**src/rtl/fetch_stage_pkg.sv**
```systemverilog
`timescale 1ns/1ps
`default_nettype none
// ============================================================================
// Package  : fetch_stage_pkg
// Brief    : Shared constants and types for the instruction fetch stage.
// Revision : 1.0 - initial release
// ============================================================================
package fetch_stage_pkg;

    localparam int unsigned STATE_W = 2;

    localparam logic [STATE_W-1:0] c_ST_IDLE = 2'd0;
    localparam logic [STATE_W-1:0] c_ST_REQ  = 2'd1;
    localparam logic [STATE_W-1:0] c_ST_WAIT = 2'd2;
    localparam logic [STATE_W-1:0] c_ST_DROP = 2'd3;

    localparam logic [31:0] c_NOP_WORD         = 32'h0000_0000;
    localparam logic [31:0] c_DEFAULT_RESET_PC = 32'h0000_0000;

    localparam int unsigned c_ENTRY_W = 64;

    typedef struct packed {
        logic [31:0] instr;
        logic [31:0] pc_next;
    } fetch_entry_t;

    // Sequential PC step; 32-bit result wraps naturally.
    function automatic logic [31:0] pc_plus4(input logic [31:0] pc);
        return pc + 32'd4;
    endfunction

endpackage
`default_nettype wire

```
**src/rtl/fetch_queue.sv**
```systemverilog
`timescale 1ns/1ps
`default_nettype none
// ============================================================================
// Module   : fetch_queue
// Brief    : Circular prefetch buffer with push/pop/flush and occupancy count.
// Revision : 1.0 - initial release
// ============================================================================
module fetch_queue
    import fetch_stage_pkg::*;
#(
    parameter int unsigned DEPTH = 2,
    parameter int unsigned WIDTH = c_ENTRY_W,
    localparam int unsigned CNT_W = $clog2(DEPTH + 1)
) (
    input  logic             clk,
    input  logic             rst_n,
    input  logic             i_push,
    input  logic [WIDTH-1:0] i_data,
    input  logic             i_pop,
    input  logic             i_flush,
    output logic [WIDTH-1:0] o_head,
    output logic             o_empty,
    output logic [CNT_W-1:0] o_count
);

    localparam int unsigned        PTR_W   = $clog2(DEPTH);
    localparam logic [PTR_W-1:0]   c_LAST  = PTR_W'(DEPTH - 1);
    localparam logic [CNT_W-1:0]   c_DEPTH = CNT_W'(DEPTH);

    logic [WIDTH-1:0] r_mem [DEPTH];
    logic [PTR_W-1:0] r_wr_ptr, r_rd_ptr, w_wr_ptr_next, w_rd_ptr_next;
    logic [CNT_W-1:0] r_count, w_count_next;
    logic             w_full, w_do_push, w_do_pop;

    assign w_full    = (r_count == c_DEPTH);
    assign o_empty   = (r_count == '0);
    assign w_do_push = i_push & ~i_flush & ~w_full;
    assign w_do_pop  = i_pop & ~i_flush & ~o_empty;

    always_comb begin
        w_wr_ptr_next = r_wr_ptr;
        w_rd_ptr_next = r_rd_ptr;
        w_count_next  = r_count;
        if (i_flush) begin
            w_wr_ptr_next = '0;
            w_rd_ptr_next = '0;
            w_count_next  = '0;
        end else begin
            if (w_do_push) begin
                w_wr_ptr_next = (r_wr_ptr == c_LAST) ? '0 : r_wr_ptr + PTR_W'(1);
            end
            if (w_do_pop) begin
                w_rd_ptr_next = (r_rd_ptr == c_LAST) ? '0 : r_rd_ptr + PTR_W'(1);
            end
            case ({w_do_push, w_do_pop})
                2'b10:   w_count_next = r_count + CNT_W'(1);
                2'b01:   w_count_next = r_count - CNT_W'(1);
                default: w_count_next = r_count;
            endcase
        end
    end

    always_ff @(posedge clk or negedge rst_n) begin
        if (!rst_n) begin
            r_wr_ptr <= '0;
            r_rd_ptr <= '0;
            r_count  <= '0;
        end else begin
            r_wr_ptr <= w_wr_ptr_next;
            r_rd_ptr <= w_rd_ptr_next;
            r_count  <= w_count_next;
        end
    end

    // Payload storage carries no reset; occupancy alone defines validity.
    always_ff @(posedge clk) begin
        if (w_do_push) begin
            r_mem[r_wr_ptr] <= i_data;
        end
    end

    assign o_head  = r_mem[r_rd_ptr];
    assign o_count = r_count;

endmodule
`default_nettype wire

```
**src/rtl/fetch_stage.sv**
```systemverilog
`timescale 1ns/1ps
`default_nettype none
// ============================================================================
// Module   : fetch_stage
// Brief    : Instruction fetch with one-outstanding memory port, prefetch
//            queue and branch redirect that discards in-flight responses.
// Revision : 1.0 - initial release
// ============================================================================
module fetch_stage
    import fetch_stage_pkg::*;
#(
    parameter logic [31:0] RESET_PC = c_DEFAULT_RESET_PC,
    parameter int unsigned DEPTH    = 2
) (
    input  logic        clock,
    input  logic        reset,
    output logic        imemReq,
    output logic [31:0] imemAddr,
    input  logic        imemGrant,
    input  logic        imemRvalid,
    input  logic [31:0] imemRdata,
    input  logic        pcSrc,
    input  logic [31:0] branchTarget,
    input  logic        stall,
    output logic [31:0] instruction,
    output logic [31:0] pcNext,
    output logic        valid
);

    localparam int unsigned      CNT_W      = $clog2(DEPTH + 1);
    localparam logic [CNT_W-1:0] c_DEPTH    = CNT_W'(DEPTH);
    localparam logic [CNT_W-1:0] c_DEPTH_M1 = CNT_W'(DEPTH - 1);

    logic [STATE_W-1:0] r_state, w_state_next;
    logic [31:0]        r_fpc, w_fpc_next;
    logic [31:0]        r_issued_pc, w_issued_pc_next;
    logic               w_push, w_pop, w_flush, w_empty;
    logic               w_room, w_room_after_push;
    logic [CNT_W-1:0]   w_count, w_count_no_push;
    fetch_entry_t       w_head, w_push_entry;

    // A redirect wins over a same-cycle consume: the head is stale anyway.
    assign w_flush = pcSrc;
    assign w_pop   = ~w_empty & ~stall & ~pcSrc;

    // Occupancy as it will be after this edge, before counting any push.
    assign w_count_no_push   = w_count - CNT_W'(w_pop);
    assign w_room            = (w_count_no_push < c_DEPTH);
    assign w_room_after_push = (w_count_no_push < c_DEPTH_M1);

    assign w_push_entry.instr   = imemRdata;
    assign w_push_entry.pc_next = pc_plus4(r_issued_pc);

    always_comb begin
        w_state_next     = r_state;
        w_fpc_next       = r_fpc;
        w_issued_pc_next = r_issued_pc;
        w_push           = 1'b0;
        case (r_state)
            c_ST_IDLE: begin
                if (pcSrc) begin
                    w_fpc_next   = branchTarget;
                    w_state_next = c_ST_REQ;
                end else if (w_room) begin
                    w_state_next = c_ST_REQ;
                end
            end
            c_ST_REQ: begin
                if (imemGrant) begin
                    w_issued_pc_next = r_fpc;
                    if (pcSrc) begin
                        w_fpc_next   = branchTarget;
                        w_state_next = c_ST_DROP;
                    end else begin
                        w_fpc_next   = pc_plus4(r_fpc);
                        w_state_next = c_ST_WAIT;
                    end
                end else if (pcSrc) begin
                    w_fpc_next = branchTarget;
                end
            end
            c_ST_WAIT: begin
                if (imemRvalid) begin
                    if (pcSrc) begin
                        w_fpc_next   = branchTarget;
                        w_state_next = c_ST_REQ;
                    end else begin
                        w_push       = 1'b1;
                        w_state_next = w_room_after_push ? c_ST_REQ : c_ST_IDLE;
                    end
                end else if (pcSrc) begin
                    w_fpc_next   = branchTarget;
                    w_state_next = c_ST_DROP;
                end
            end
            c_ST_DROP: begin
                // A response arriving alongside a new redirect is still the
                // stale one, so leave DROP; otherwise keep waiting for it.
                if (pcSrc) begin
                    w_fpc_next = branchTarget;
                end
                if (imemRvalid) begin
                    w_state_next = c_ST_REQ;
                end
            end
            default: begin
                w_state_next = c_ST_REQ;
            end
        endcase
    end

    always_ff @(posedge clock or negedge reset) begin
        if (!reset) begin
            r_state     <= c_ST_REQ;
            r_fpc       <= RESET_PC;
            r_issued_pc <= RESET_PC;
        end else begin
            r_state     <= w_state_next;
            r_fpc       <= w_fpc_next;
            r_issued_pc <= w_issued_pc_next;
        end
    end

    fetch_queue #(
        .DEPTH (DEPTH),
        .WIDTH (c_ENTRY_W)
    ) u_queue (
        .clk     (clock),
        .rst_n   (reset),
        .i_push  (w_push),
        .i_data  (w_push_entry),
        .i_pop   (w_pop),
        .i_flush (w_flush),
        .o_head  (w_head),
        .o_empty (w_empty),
        .o_count (w_count)
    );

    // State resets to REQ, so the request is gated while reset is held.
    assign imemReq     = (r_state == c_ST_REQ) && reset;
    assign imemAddr    = r_fpc;
    assign valid       = ~w_empty && reset;
    assign instruction = valid ? w_head.instr : c_NOP_WORD;
    assign pcNext      = valid ? w_head.pc_next : 32'h0000_0000;

endmodule
`default_nettype wire

```
**config.mk**
```make
export PLATFORM = sky130hd
export DESIGN_NAME = fetch_stage
export DESIGN_NICKNAME = d
export VERILOG_FILES = /design/src/rtl/fetch_stage_pkg.sv /design/src/rtl/fetch_queue.sv /design/src/rtl/fetch_stage.sv
export SDC_FILE = /design/constraint.sdc
export NUM_CORES = 1
export LEC_CHECK = 0
export ABC_AREA = 1
export CELL_PAD_IN_SITES_DETAIL_PLACEMENT = 0
export CELL_PAD_IN_SITES_GLOBAL_PLACEMENT = 1
export CORE_UTILIZATION = 43
export DETAILED_ROUTE_END_ITERATION = 12
export PLACE_DENSITY = 0.95
export RECOVER_POWER = 50
export SLEW_MARGIN = 20
export SYNTH_ARGS = -nofsm -noshare
export SYNTH_HDL_FRONTEND = slang
export SYNTH_SLANG_ARGS = --single-unit
```
**constraint.sdc**
```tcl
create_clock -name clock -period 9.47 [get_ports clock]
set_clock_uncertainty 0.15 [all_clocks]
set_input_delay 0.947 -clock clock [delete_from_list [all_inputs] [get_ports clock]]
set_output_delay 0.947 -clock clock [all_outputs]
set_load 0.05 [all_outputs]
```
# Word level (Yosys, flattened, before mapping)
# Memories as Yosys holds them, arrays and structs flattened.
# Index checks and enable logic that the tools add are counted.
# classes
bitwise_logic	10
eq_ne	10
mux	29
n_reduce_logical	10
order_cmp	2
addsub	7
# op_table
op	n
2-to-1 mux 32 bit	5
adder 32 x 3 -> 32 bit (second input constant)	2
case mux 32 bit (2 select lines)	1
2-to-1 mux 1 bit	14
2-to-1 mux 2 bit	7
== test 2 bit (second input constant)	4
case mux 2 bit (4 select lines)	1
AND 1 bit	6
!= test 3 bit (second input constant)	2
== test 2 x 1 -> 1 bit (second input constant)	2
zero test 2 bit	2
!= test 2 bit (second input constant)	2
NOT 1 bit	4
case mux 2 bit (2 select lines)	1
AND reduction 4 bit	1
nonzero test 2 bit	2
nonzero test 3 bit	1
OR reduction 3 bit	1
adder 1 bit (second input constant)	2
adder 2 x 1 -> 2 bit (second input constant)	1
logical AND 1 bit	2
< comparator 2 x 1 -> 1 bit (second input constant)	1
< comparator 2 bit (second input constant)	1
AND reduction 2 bit	1
other kinds (2)	2
# totals
ramBits	128
in_bits	70
register_bits	70
out_inout_bits	98
elab_cells	75
memories	1
# memory_table
memory	depth	width	rd	rd_ports_with_merged_regs	wr	line	source
u_queue.r_mem	2	64	1	0	1	fetch_queue.sv:30	logic [WIDTH-1:0] r_mem [DEPTH];

# Depth between registers and ports, before layout
# depth
depth_word	10
ltp_mapped	11

# By module
# Synthesis repeated with hierarchy kept, for this count alone.
# hier_totals
cells_unflattened	1073
hier_area_um2	9590.4
# by_module_without_submodules
mod	instances	area_per_inst_um2	seq_area_each_um2	cells_each
fetch_queue	1	4919.7	3943.8	375
fetch_stage	1	4670.7	1652.8	698

# Least setup slack after synthesis
# Ideal clock, no wire load.
# synth_path
path_kind	input-to-reg
start	in pcSrc
end	mem u_queue.r_mem[1][0] (netlist name) (enable)
t_arrival_ns	4.115
cell_stages	6
slack_ns	4.717
setup_time_ns	0.488
path_cell_list	buf_2 inv_2 nand2_1 nor2_1 o21ai_1 nor2_1
# synth_between
elab_chain_len	7
word_cells_on_any_way	8
cone_classes	mux: 5; bitwise: 3
# synth_lines
item	line	source
from (decl)	fetch_stage.sv:22	input logic pcSrc,
2-to-1 mux 1 bit	fetch_stage.sv:84	if (pcSrc) begin
2-to-1 mux 1 bit	fetch_stage.sv:83	if (imemRvalid) begin
2-to-1 mux 1 bit	fetch_stage.sv:59	case (r_state)
AND 1 bit (*) (2 in a row)	fetch_queue.sv:37	assign w_do_push = i_push & ~i_flush & ~w_full;
2-to-1 mux 1 bit (*)	fetch_queue.sv:77	if (w_do_push) begin
2-to-1 mux 1 bit (not written as such) (*)	fetch_queue.sv:78	r_mem[r_wr_ptr] <= i_data;
to (decl)	fetch_queue.sv:30	
# Mark *: on every way between the ends. The rest lies on a longest branch, timed or not.

# Final worst setup path
# layout_path
start	in reset
end	out pcNext[2]
# layout_between
elab_chain_len	2
# layout_lines
item	line	source
from (decl)	fetch_stage.sv:16	input logic reset,
logical AND 1 bit	fetch_stage.sv:142	assign valid = ~w_empty && reset;
2-to-1 mux 32 bit	fetch_stage.sv:144	assign pcNext = valid ? w_head.pc_next : 32'h0000_0000;
to (decl)	fetch_stage.sv:26	output logic [31:0] pcNext,
# Every way passes these cells.

==> results_tabular.tex <==
\begin{tabular}{lr}
\hline
Metric & Value \\
\hline
\multicolumn{2}{l}{\textbf{STA}} \\
\quad WHS & 338.4 ps \\
\quad Remaining max-slew budget at the tightest pin & -0.3512 \\
\quad Clock period minus worst slack & 5453 ps \\
\quad Final-report setup violation count & 0 \\
\quad Final Worst Setup Slack & 4017 ps \\
\quad Count of pins over their slew limit & 189 \\
\quad Hold Fails Final Rpt & 0 \\
\quad Setup TNS & 0 ps \\
\quad Setup repair after global routing missed its margin & false \\
\quad Final period utilization & 0.5758 \\
\quad Worst-margin pin slew & 2027 ps \\
\quad Peak clock frequency supported by timing & 0.1834 GHz \\
\multicolumn{2}{l}{\textbf{Global route}} \\
\quad Antenna violations before repair & 0 \\
\quad Tot GR Track Use & 0.1918 \\
\quad Largest net degree at the start of global routing & 67 \\
\quad Vias in the first global route & 6785 \\
\quad GRT Residual Overflow & 0 \\
\quad Global-route wire length before repair & 33.60 mm \\
\multicolumn{2}{l}{\textbf{Final layout}} \\
\quad Nets & 1310 \\
\quad Area of all placed cells without fillers & 12010 um2 \\
\quad Util after Layout & 0.5518 \\
\quad Commonest non-fill, non-tap cell in the layout & nand2\_1 \\
\quad Most frequent cells in the layout & 429 x nand2\_1, 131 x inv\_1, 128 x edfxtp\_1 \\
\quad Area growth, synth to finish & 26.27\% \\
\quad Post-route insts no fill & 1528 \\
\quad Fraction of layout instances using a drive strength above 1 & 0.04578 \\
\multicolumn{2}{l}{\textbf{Hold path}} \\
\quad Min-Delay Path Class & flip-flop to flip-flop \\
\multicolumn{2}{l}{\textbf{Critical path}} \\
\quad Data required time at the worst endpoint & 8370 ps \\
\quad Critical path origin & reset \\
\quad Worst R2R Setup Slack & 5720 ps \\
\quad Number of cells on the worst reg-to-reg path & 8 \\
\quad WP data arrival & 4360 ps \\
\quad FF-to-FF End & imemAddr[10] \\
\quad R2R Path Start & r\_state[0] \\
\quad Critical path capture point type & primary output \\
\quad Type of the setup path with the least slack & input port to primary output \\
\quad Crit path max fanout & 65 \\
\quad Launching element type of the critical path & input port \\
\quad Worst setup path end & pcNext[2] \\
\multicolumn{2}{l}{\textbf{Route}} \\
\quad Post-route antenna net violation count & 0 \\
\quad First-iteration detailed-routing DRC count & 453 \\
\quad Sum of met3 wire segment lengths after detailed routing & 1.422 mm \\
\quad Number of vias in the routed layout & 7381 \\
\quad Wire length per cell & 13.72 um \\
\quad Post-DR vias/cell & 4.830 \\
\quad Routed wl met2 & 9.417 mm \\
\quad Total wirelength of the detailed-routed design & 20.96 mm \\
\quad DRC violations left & 0 \\
\quad Met1 wire length & 9.804 mm \\
\quad Count of TritonRoute iterations in the first routing pass & 4 \\
\quad Top routing layer in use & met4 \\
\multicolumn{2}{l}{\textbf{CTS}} \\
\quad Number of buffers inserted by post-CTS setup repair & 0 \\
\quad Number of hold-repair buffers added at the cts stage & 0 \\
\quad Num Clock Sinks & 198 \\
\quad Clock slew at reported path FFs & 70 ps \\
\quad Root buffer cell & clkbuf\_16 \\
\quad Deepest clock path buffer count & 2 \\
\quad Clock buffer count from CTS & 17 \\
\quad CTS H-tree depth & 4 \\
\quad CTS tree & done \\
\quad Later-pin clock latency in the skew report & 430 ps \\
\quad Number of resized instances in the post-cts repair step & 0 \\
\multicolumn{2}{l}{\textbf{Yosys}} \\
\quad Cell area after synthesis & 9508 um2 \\
\quad Number of enable flip-flop cells after synthesis & 128 \\
\quad Net count after synthesis & 1154 \\
\quad Count of different cell masters after synthesis & 35 \\
\quad Post-synthesis instance total & 1077 \\
\quad Top FF cell, synth & edfxtp\_1 \\
\quad Cell types with the largest area share after synthesis & edfxtp\_1 40\%, dfrtp\_1 18\%, nand2\_1 17\%, inv\_1 5.1\%, o21ai\_0 3.3\% \\
\quad Count of synthesis-stage warnings from yosys & 0 \\
\quad Share of synthesized area occupied by flip-flops and latches & 0.5886 \\
\quad Top-area cell type share of the netlist area & 0.4043 \\
\quad Yosys reg bits & 198 \\
\quad Yosys top cell by area & edfxtp\_1 \\
\quad Ys async rst share & 0.3535 \\
\quad Mapped Avg Cell Area & 8.828 um2 \\
\multicolumn{2}{l}{\textbf{Power}} \\
\quad Pleak & 5.362 nW \\
\quad IR Drop Worst-Case VDD & 133.1 uV \\
\quad Pwr per Cell Area & 226.7 nW/um2 \\
\quad Total power consumption of the routed design & 2.721 mW \\
\multicolumn{2}{l}{\textbf{Place}} \\
\quad Port-buffer cells & 167 \\
\quad Post-place setup slack & 5042 ps \\
\quad Placed insts & 1494 \\
\quad Hpwl dp & 14.49 mm \\
\quad Routability-driven placement congestion ratio & 0.8752 \\
\quad Cell area after placement & 11450 um2 \\
\multicolumn{2}{l}{\textbf{Die}} \\
\quad Number of rows in the core area & 54 \\
\quad Vertical die dimension & 150.7 um \\
\quad Total Die Area & 22710 um2 \\
\quad Die extent in x & 150.7 um \\
\quad Standard cell core area & 21760 um2 \\
\quad I/O pin count & 168 \\
\quad Effective utilization at floorplan & 0.4370 \\
\multicolumn{2}{l}{\textbf{Outcome}} \\
\quad Status & complete, but fails checks \\
\quad Violated checks & capacitance limit, slew limit \\
\multicolumn{2}{l}{\textbf{Run}} \\
\quad Number of max-cap violations & 4 \\
\hline
\end{tabular}
worst max-delay path: stages:
cell	delay (ps)
buf_2	70
clkbuf_1	1330
inv_1	230
nor2_4	170
buf_4	520
nand2_1	140
inv_1	80
clkdlybuf4s50_1	800
metal layers:
layer / track usage / vias up
li1: - / 3736
met1: 0.2686 / 3368
met2: 0.3041 / 256
met3: 0.03485 / 21
met4: 0.05700 / 0
met5: 0 / -
worst min-delay path by stage:
stage	endpoint	start	slack [ps]	depth (start not counted)
floorplan	u_queue.r_mem[0][0]	r_issued_pc[0]	290	0
global placement	u_queue.r_mem[1][1]	r_issued_pc[1]	310	0
detailed placement	u_queue.r_mem[1][1]	r_issued_pc[1]	320	0
CTS	u_queue.r_mem[1][1]	r_issued_pc[1]	350	0
global route	u_queue.r_mem[1][1]	r_issued_pc[1]	370	0
finish	u_queue.r_mem[1][1]	r_issued_pc[1]	340	0
synth_stat cells, types with 6 or more instances:
library cell	instances
nor2_4	6
a21oi_1	12
nand3_2	7
edfxtp_1	128
inv_2	7
buf_2	6
buf_1	11
nand3_1	36
ha_1	7
nor2_1	59
clkbuf_1	18
o21ai_1	10
xnor2_1	9
nand2_1	427
nor2_2	6
nand4_1	8
xor2_1	21
dfrtp_1	69
nor3_1	15
inv_1	128
o21ai_0	62
power by group:
group,switching [mW],total [mW],internal [mW]
clock network,0.311,0.755,0.444
registers,0.116,1.18,1.06
logic,0.532,0.786,0.253
total,0.959,2.72,1.76
registers in the layout, indices dropped and copies added, names as in the netlist:
signal	cells
imemAddr	32
r_issued_pc	32
u_queue.r_rd_ptr	1
u_queue.r_wr_ptr	1
r_state	2
u_queue.r_mem	128
u_queue.o_count	2
cell type report:
type / count / area, um2
repair buffers: 174 / 1708
well taps: 280 / 350.3
clock buffers: 17 / 425.4
fillers: 1933 / 9751
diodes: 3 / 7.507
flip-flops and latches: 198 / 5598
clock inverters: 14 / 200.2
inverters: 135 / 509.2
multi-input cells: 707 / 3207
kinds of logic (layout without fill, tap and decap cells):
logic type,after synthesis,in the layout,share of synthesized area
AND/OR/NAND/NOR,578,578,0.2542
adder cells (fa/ha/maj),7,7,0.009211
AO/OA/AOI/OAI,92,92,0.05040
other,0,3,0
flip-flops,198,198,0.5886
buffers and inverters,172,340,0.06988
XOR/XNOR,30,30,0.02764
Note: power is estimated with default switching activity, not from simulation.
==> RTL edit 1: new RTL, same settings <==
Add an input register stage for `branchTarget`, without a reset; this delays it by one clock. The other inputs are not delayed to match.
--- a/src/rtl/fetch_stage.sv
+++ b/src/rtl/fetch_stage.sv
@@ -32,4 +32,10 @@
     localparam logic [CNT_W-1:0] c_DEPTH_M1 = CNT_W'(DEPTH - 1);
 
+    logic [31:0] branchTarget_q;
+
+    always_ff @(posedge clock) begin
+        branchTarget_q <= branchTarget;
+    end
+
     logic [STATE_W-1:0] r_state, w_state_next;
     logic [31:0]        r_fpc, w_fpc_next;
@@ -60,5 +66,5 @@
             c_ST_IDLE: begin
                 if (pcSrc) begin
-                    w_fpc_next   = branchTarget;
+                    w_fpc_next   = branchTarget_q;
                     w_state_next = c_ST_REQ;
                 end else if (w_room) begin
@@ -70,5 +76,5 @@
                     w_issued_pc_next = r_fpc;
                     if (pcSrc) begin
-                        w_fpc_next   = branchTarget;
+                        w_fpc_next   = branchTarget_q;
                         w_state_next = c_ST_DROP;
                     end else begin
@@ -77,5 +83,5 @@
                     end
                 end else if (pcSrc) begin
-                    w_fpc_next = branchTarget;
+                    w_fpc_next = branchTarget_q;
                 end
             end
@@ -83,5 +89,5 @@
                 if (imemRvalid) begin
                     if (pcSrc) begin
-                        w_fpc_next   = branchTarget;
+                        w_fpc_next   = branchTarget_q;
                         w_state_next = c_ST_REQ;
                     end else begin
@@ -90,5 +96,5 @@
                     end
                 end else if (pcSrc) begin
-                    w_fpc_next   = branchTarget;
+                    w_fpc_next   = branchTarget_q;
                     w_state_next = c_ST_DROP;
                 end
@@ -98,5 +104,5 @@
                 // stale one, so leave DROP; otherwise keep waiting for it.
                 if (pcSrc) begin
-                    w_fpc_next = branchTarget;
+                    w_fpc_next = branchTarget_q;
                 end
                 if (imemRvalid) begin
Function: changed (Yosys sat finds a counterexample within 4 cycles, from zero or initial values and one cycle with reset low).
==> RTL edit 1 against the unedited design <==
The run still ends with capacitance limit, slew limit left. Final cell count rose by 5.0%. Total power rose by 10%. Area after synthesis rose by 7.0%. Critical endpoint is now pcNext[16]. Routed wire length rose by 4.3%. Sequential cell count rose by 32. Critical path type unchanged. Non-clock buffer count rose by 1. Synthesized cell count rose by 3.1%. Sequential power rose by 13%. Setup slack got worse by 0.021 ns. Cell area rose by 7.1%.
==> RTL edit 1: results <==
set metrics [dict create \
    outcome "complete, but fails checks" \
    violations "capacitance limit, slew limit" \
    numCtsBuffers 24 \
    synthTopCellsByArea "edfxtp_1 (38%), dfrtp_1 (17%), nand2_1 (16%)" \
    place_ws_ns 5.07 \
    wl_mm 21.9 \
    clk-insertion-delay-late_ns 0.51 \
    dp_hpwl_mm 15.0 \
    synth_edf_count 128 \
    ys_types 37 \
    antennaDiodeCount 0 \
    avgViaCountPerCell 4.67 \
    worst_ir_drop_vdd_uv 132 \
    leakage_nw 5.72 \
    gp_congestion 0.841 \
    synth_nets 1187 \
    grt_pass1_vias 7138 \
    synth_common_cells "nand2_1 (426), inv_1 (132), edfxtp_1 (128)" \
    fin_nets 1351 \
    path_clk_slew_ns 0.06 \
    critPathArrivalTime_ns 4.38 \
    drive_gt1_frac 0.0511 \
    slew_headroom -0.632 \
    grt_max_degree 67 \
    synth_async_sr_flop_share 0.304 \
    yosysWarnings 0 \
    cts_max_path_buffers 3 \
    max-cap-violations 4 \
    htreeDepth 1 \
    internal_power_w 0.00200 \
    cts_root_buffer "clkbuf_16" \
    yosysSeqAreaShare 0.613 \
    track_usage 0.184 \
    grt_pass1_wl_mm 35.6 \
    cts_setup_buffers 0 \
    drt_iter0_markers 494 \
    antenna_found_initial 0 \
    slew_violations 188 \
    largest_register_ffs 128 \
]
RTL edit 1: worst max-delay path: stages:
cell and delay [ns]:
buf_2 0.08, clkbuf_1 1.36, inv_1 0.23, nor2_4 0.17
buf_4 0.53, nand2_1 0.11, inv_1 0.08, clkdlybuf4s50_1 0.82
RTL edit 1: cell families (layout without fill, tap and decap cells):
logic type | after synthesis | after routing | share of synthesized area
AO/OA/AOI/OAI | 92 | 92 | 0.0475
flip-flops | 230 | 230 | 0.613
XOR/XNOR | 30 | 30 | 0.0258
AND/OR/NAND/NOR | 577 | 577 | 0.238
buffers and inverters | 174 | 356 | 0.0667
adder cells (fa/ha/maj) | 7 | 7 | 0.00861
RTL edit 1: final timing paths:
kind                               startpoint  depth (start not counted)              end  slack, ns
max                                     reset                          8       pcNext[16]       4.00
min                        branchTarget_q[10]                          2     imemAddr[10]       0.29
max reg2reg                        r_state[1]                          9      imemAddr[8]       5.50
min reg2reg                branchTarget_q[10]                          2     imemAddr[10]       0.29
max in group asynchronous               reset                          3  r_issued_pc[30]       5.66
min in group asynchronous               reset                          2     imemAddr[21]       0.91
RTL edit 1: final cells by class:
| class | count | area, µm² |
|---|---|---|
| Clock buffer | 38 | 712 |
| Timing Repair Buffer | 175 | 1710 |
| Tap cell | 313 | 392 |
| Sequential cell | 230 | 6240 |
| Clock inverter | 6 | 63.8 |
| Inverter | 137 | 517 |
| Fill cell | 2051 | 10100 |
| Multi-Input combinational cell | 706 | 3220 |
RTL edit 1: metal layers:
| metal | track usage | share of wire | vias to the layer above |
|---|---|---|---|
| met3 | 0.0317 | 0.067 | 25 |
| met2 | 0.298 | 0.44 | 237 |
| met4 | 0.0378 | 0.014 | 0 |
| li1 | - | - | 3854 |
| met1 | 0.259 | 0.48 | 3380 |
| met5 | 0 | 0 | - |
RTL edit 1: power by group through the flow:
stage | Combinational [W] | Sequential, W | Clock, W
after floorplan | 0.000485 | 0.00136 | 0
after global placement | 0.000746 | 0.00135 | 0
after detailed placement | 0.000761 | 0.00135 | 0
after CTS | 0.000764 | 0.00133 | 0.000939
after global routing | 0.000832 | 0.00135 | 0.000979
final | 0.000749 | 0.00133 | 0.000914
RTL edit 1: per-stage QoR:
step	cell area, µm²	std cells
6_report	12900	1605
5_1_grt	12900	1605
4_1_cts	12900	1605
3_5_place_dp	12200	1561
3_3_place_gp	12100	1561
2_1_floorplan	10200	1110
==> RTL edit 2: new RTL, config.mk and constraints unchanged <==
Made on the original files. `DEPTH` is set to 2 in 2 places; all go to 4.
--- a/src/rtl/fetch_queue.sv
+++ b/src/rtl/fetch_queue.sv
@@ -9,5 +9,5 @@
     import fetch_stage_pkg::*;
 #(
-    parameter int unsigned DEPTH = 2,
+    parameter int unsigned DEPTH = 4,
     parameter int unsigned WIDTH = c_ENTRY_W,
     localparam int unsigned CNT_W = $clog2(DEPTH + 1)
--- a/src/rtl/fetch_stage.sv
+++ b/src/rtl/fetch_stage.sv
@@ -11,5 +11,5 @@
 #(
     parameter logic [31:0] RESET_PC = c_DEFAULT_RESET_PC,
-    parameter int unsigned DEPTH    = 2
+    parameter int unsigned DEPTH    = 4
 ) (
     input  logic        clock,
Function: same outputs for any inputs over 4 cycles, from zero or initial values and one cycle with reset low; that may be too few to reach the edited logic, so the function may still have changed.
==> RTL edit 2 against the unedited design <==
The run still ends with capacitance limit, slew limit left. Setup slack improved by 0.38 ns. Cell area is 47% higher. Routed wire length up 62%. Fmax rose by 7.5%. Sequential cell count increased by 131. Area after synthesis increased by 52%. Total power rose by 79%. Critical path depth is 3 lower. Critical endpoint is now pcNext[11].
==> RTL edit 2: results <==
set metrics [dict create \
    outcome "complete, but fails checks" \
    violations "capacitance limit, slew limit" \
    min_path_cells 1 \
    sw_frac_of_total 0.382 \
    syn_area_per_cell_um2 10.3 \
    grt_use_met1 0.269 \
    dpl_cell_area_um2 16500 \
    firstDrtPassIters 6 \
    hold_start "imemAddr[31]" \
    synth_nets 1492 \
    slew_violations 194 \
    yosysSeqAreaShare 0.658 \
    holdPathEnd "imemAddr[31]" \
    cts_max_path_buffers 3 \
    grt_pass1_wl_mm 53.2 \
    drt-met1-wl_mm 14.9 \
    use_met2 0.335 \
    powerDensity_nw_per_um2 276 \
    synthTopCellsByArea "edfxtp_1 (53%), dfrtp_1 (12%), nor2_1 (8.2%)" \
    leakage_nw 6.59 \
    wl_mm 33.9 \
    place_ws_ns 5.01 \
    synth_fa_ha_area_frac 0.0135 \
    synthXorXnorAreaFrac 0.0182 \
    setup_ws_ns 4.40 \
    synth_async_sr_flop_share 0.222 \
    synth_common_cells "nor2_1 (317), edfxtp_1 (256), o21ai_0 (197)" \
    dp_hpwl_mm 21.1 \
    stdcell_count 2029 \
    drt_iter0_markers 824 \
    wl_met3_mm 2.34 \
    synth_compound_area_frac 0.0993 \
    p_comb_frac 0.339 \
    slowest_delay_ns 1.22 \
    antenna_found_initial 2 \
    htreeDepth 2 \
    largest_register_ffs 256 \
    worstSetupEndpoint "pcNext[11]" \
    slew_headroom -0.747 \
    r2r_setup_slack_ns 6.48 \
    worst_ir_drop_vdd_uv 170 \
    rr_worst_depth 5 \
    grt_max_degree 130 \
    dr_wl_met2_mm 16.1 \
    fin_nets 1645 \
    numCtsBuffers 35 \
    avgViaCountPerCell 5.21 \
    max-cap-violations 4 \
    post_cts_resized 0 \
    clk-insertion-delay-late_ns 0.51 \
    reg2reg_to "r_issued_pc[25]" \
    reg2reg_from "r_state[1]" \
    grt_pass1_vias 10100 \
    gp_congestion 0.879 \
    met3_usage 0.0315 \
    p_seq_frac 0.392 \
    fin_hold_ws_ns 0.341 \
    synth_mux_area_frac 0.00138 \
]
[RTL edit 2: cell count changes after synthesis, moves of 6 or more]
| cell | unedited run | this run |
|---|---|---|
| clkbuf_1 | 18 | 27 |
| buf_2 | 6 | 19 |
| ha_1 | 7 | 14 |
| nand2_1 | 427 | 175 |
| edfxtp_1 | 128 | 256 |
| o21ai_1 | 10 | 2 |
| nand4_1 | 8 | 20 |
| nand3_2 | 7 | 0 |
| nor2_1 | 59 | 317 |
| inv_1 | 128 | 94 |
| a21oi_1 | 12 | 80 |
| o21ai_0 | 62 | 197 |
| buf_1 | 11 | 17 |
[RTL edit 2: cell type report]
type / count / area (µm²) / share of cell area
repair buffers: 179 / 1740 / 0.0989
multi-input cells: 918 / 4330 / 0.246
clock buffers: 48 / 955 / 0.0542
diodes: 2 / 5.00 / 0.000284
flip-flops and latches: 329 / 9520 / 0.540
inverters: 97 / 364 / 0.0207
well taps: 442 / 553 / 0.0314
clock inverters: 14 / 151 / 0.00859
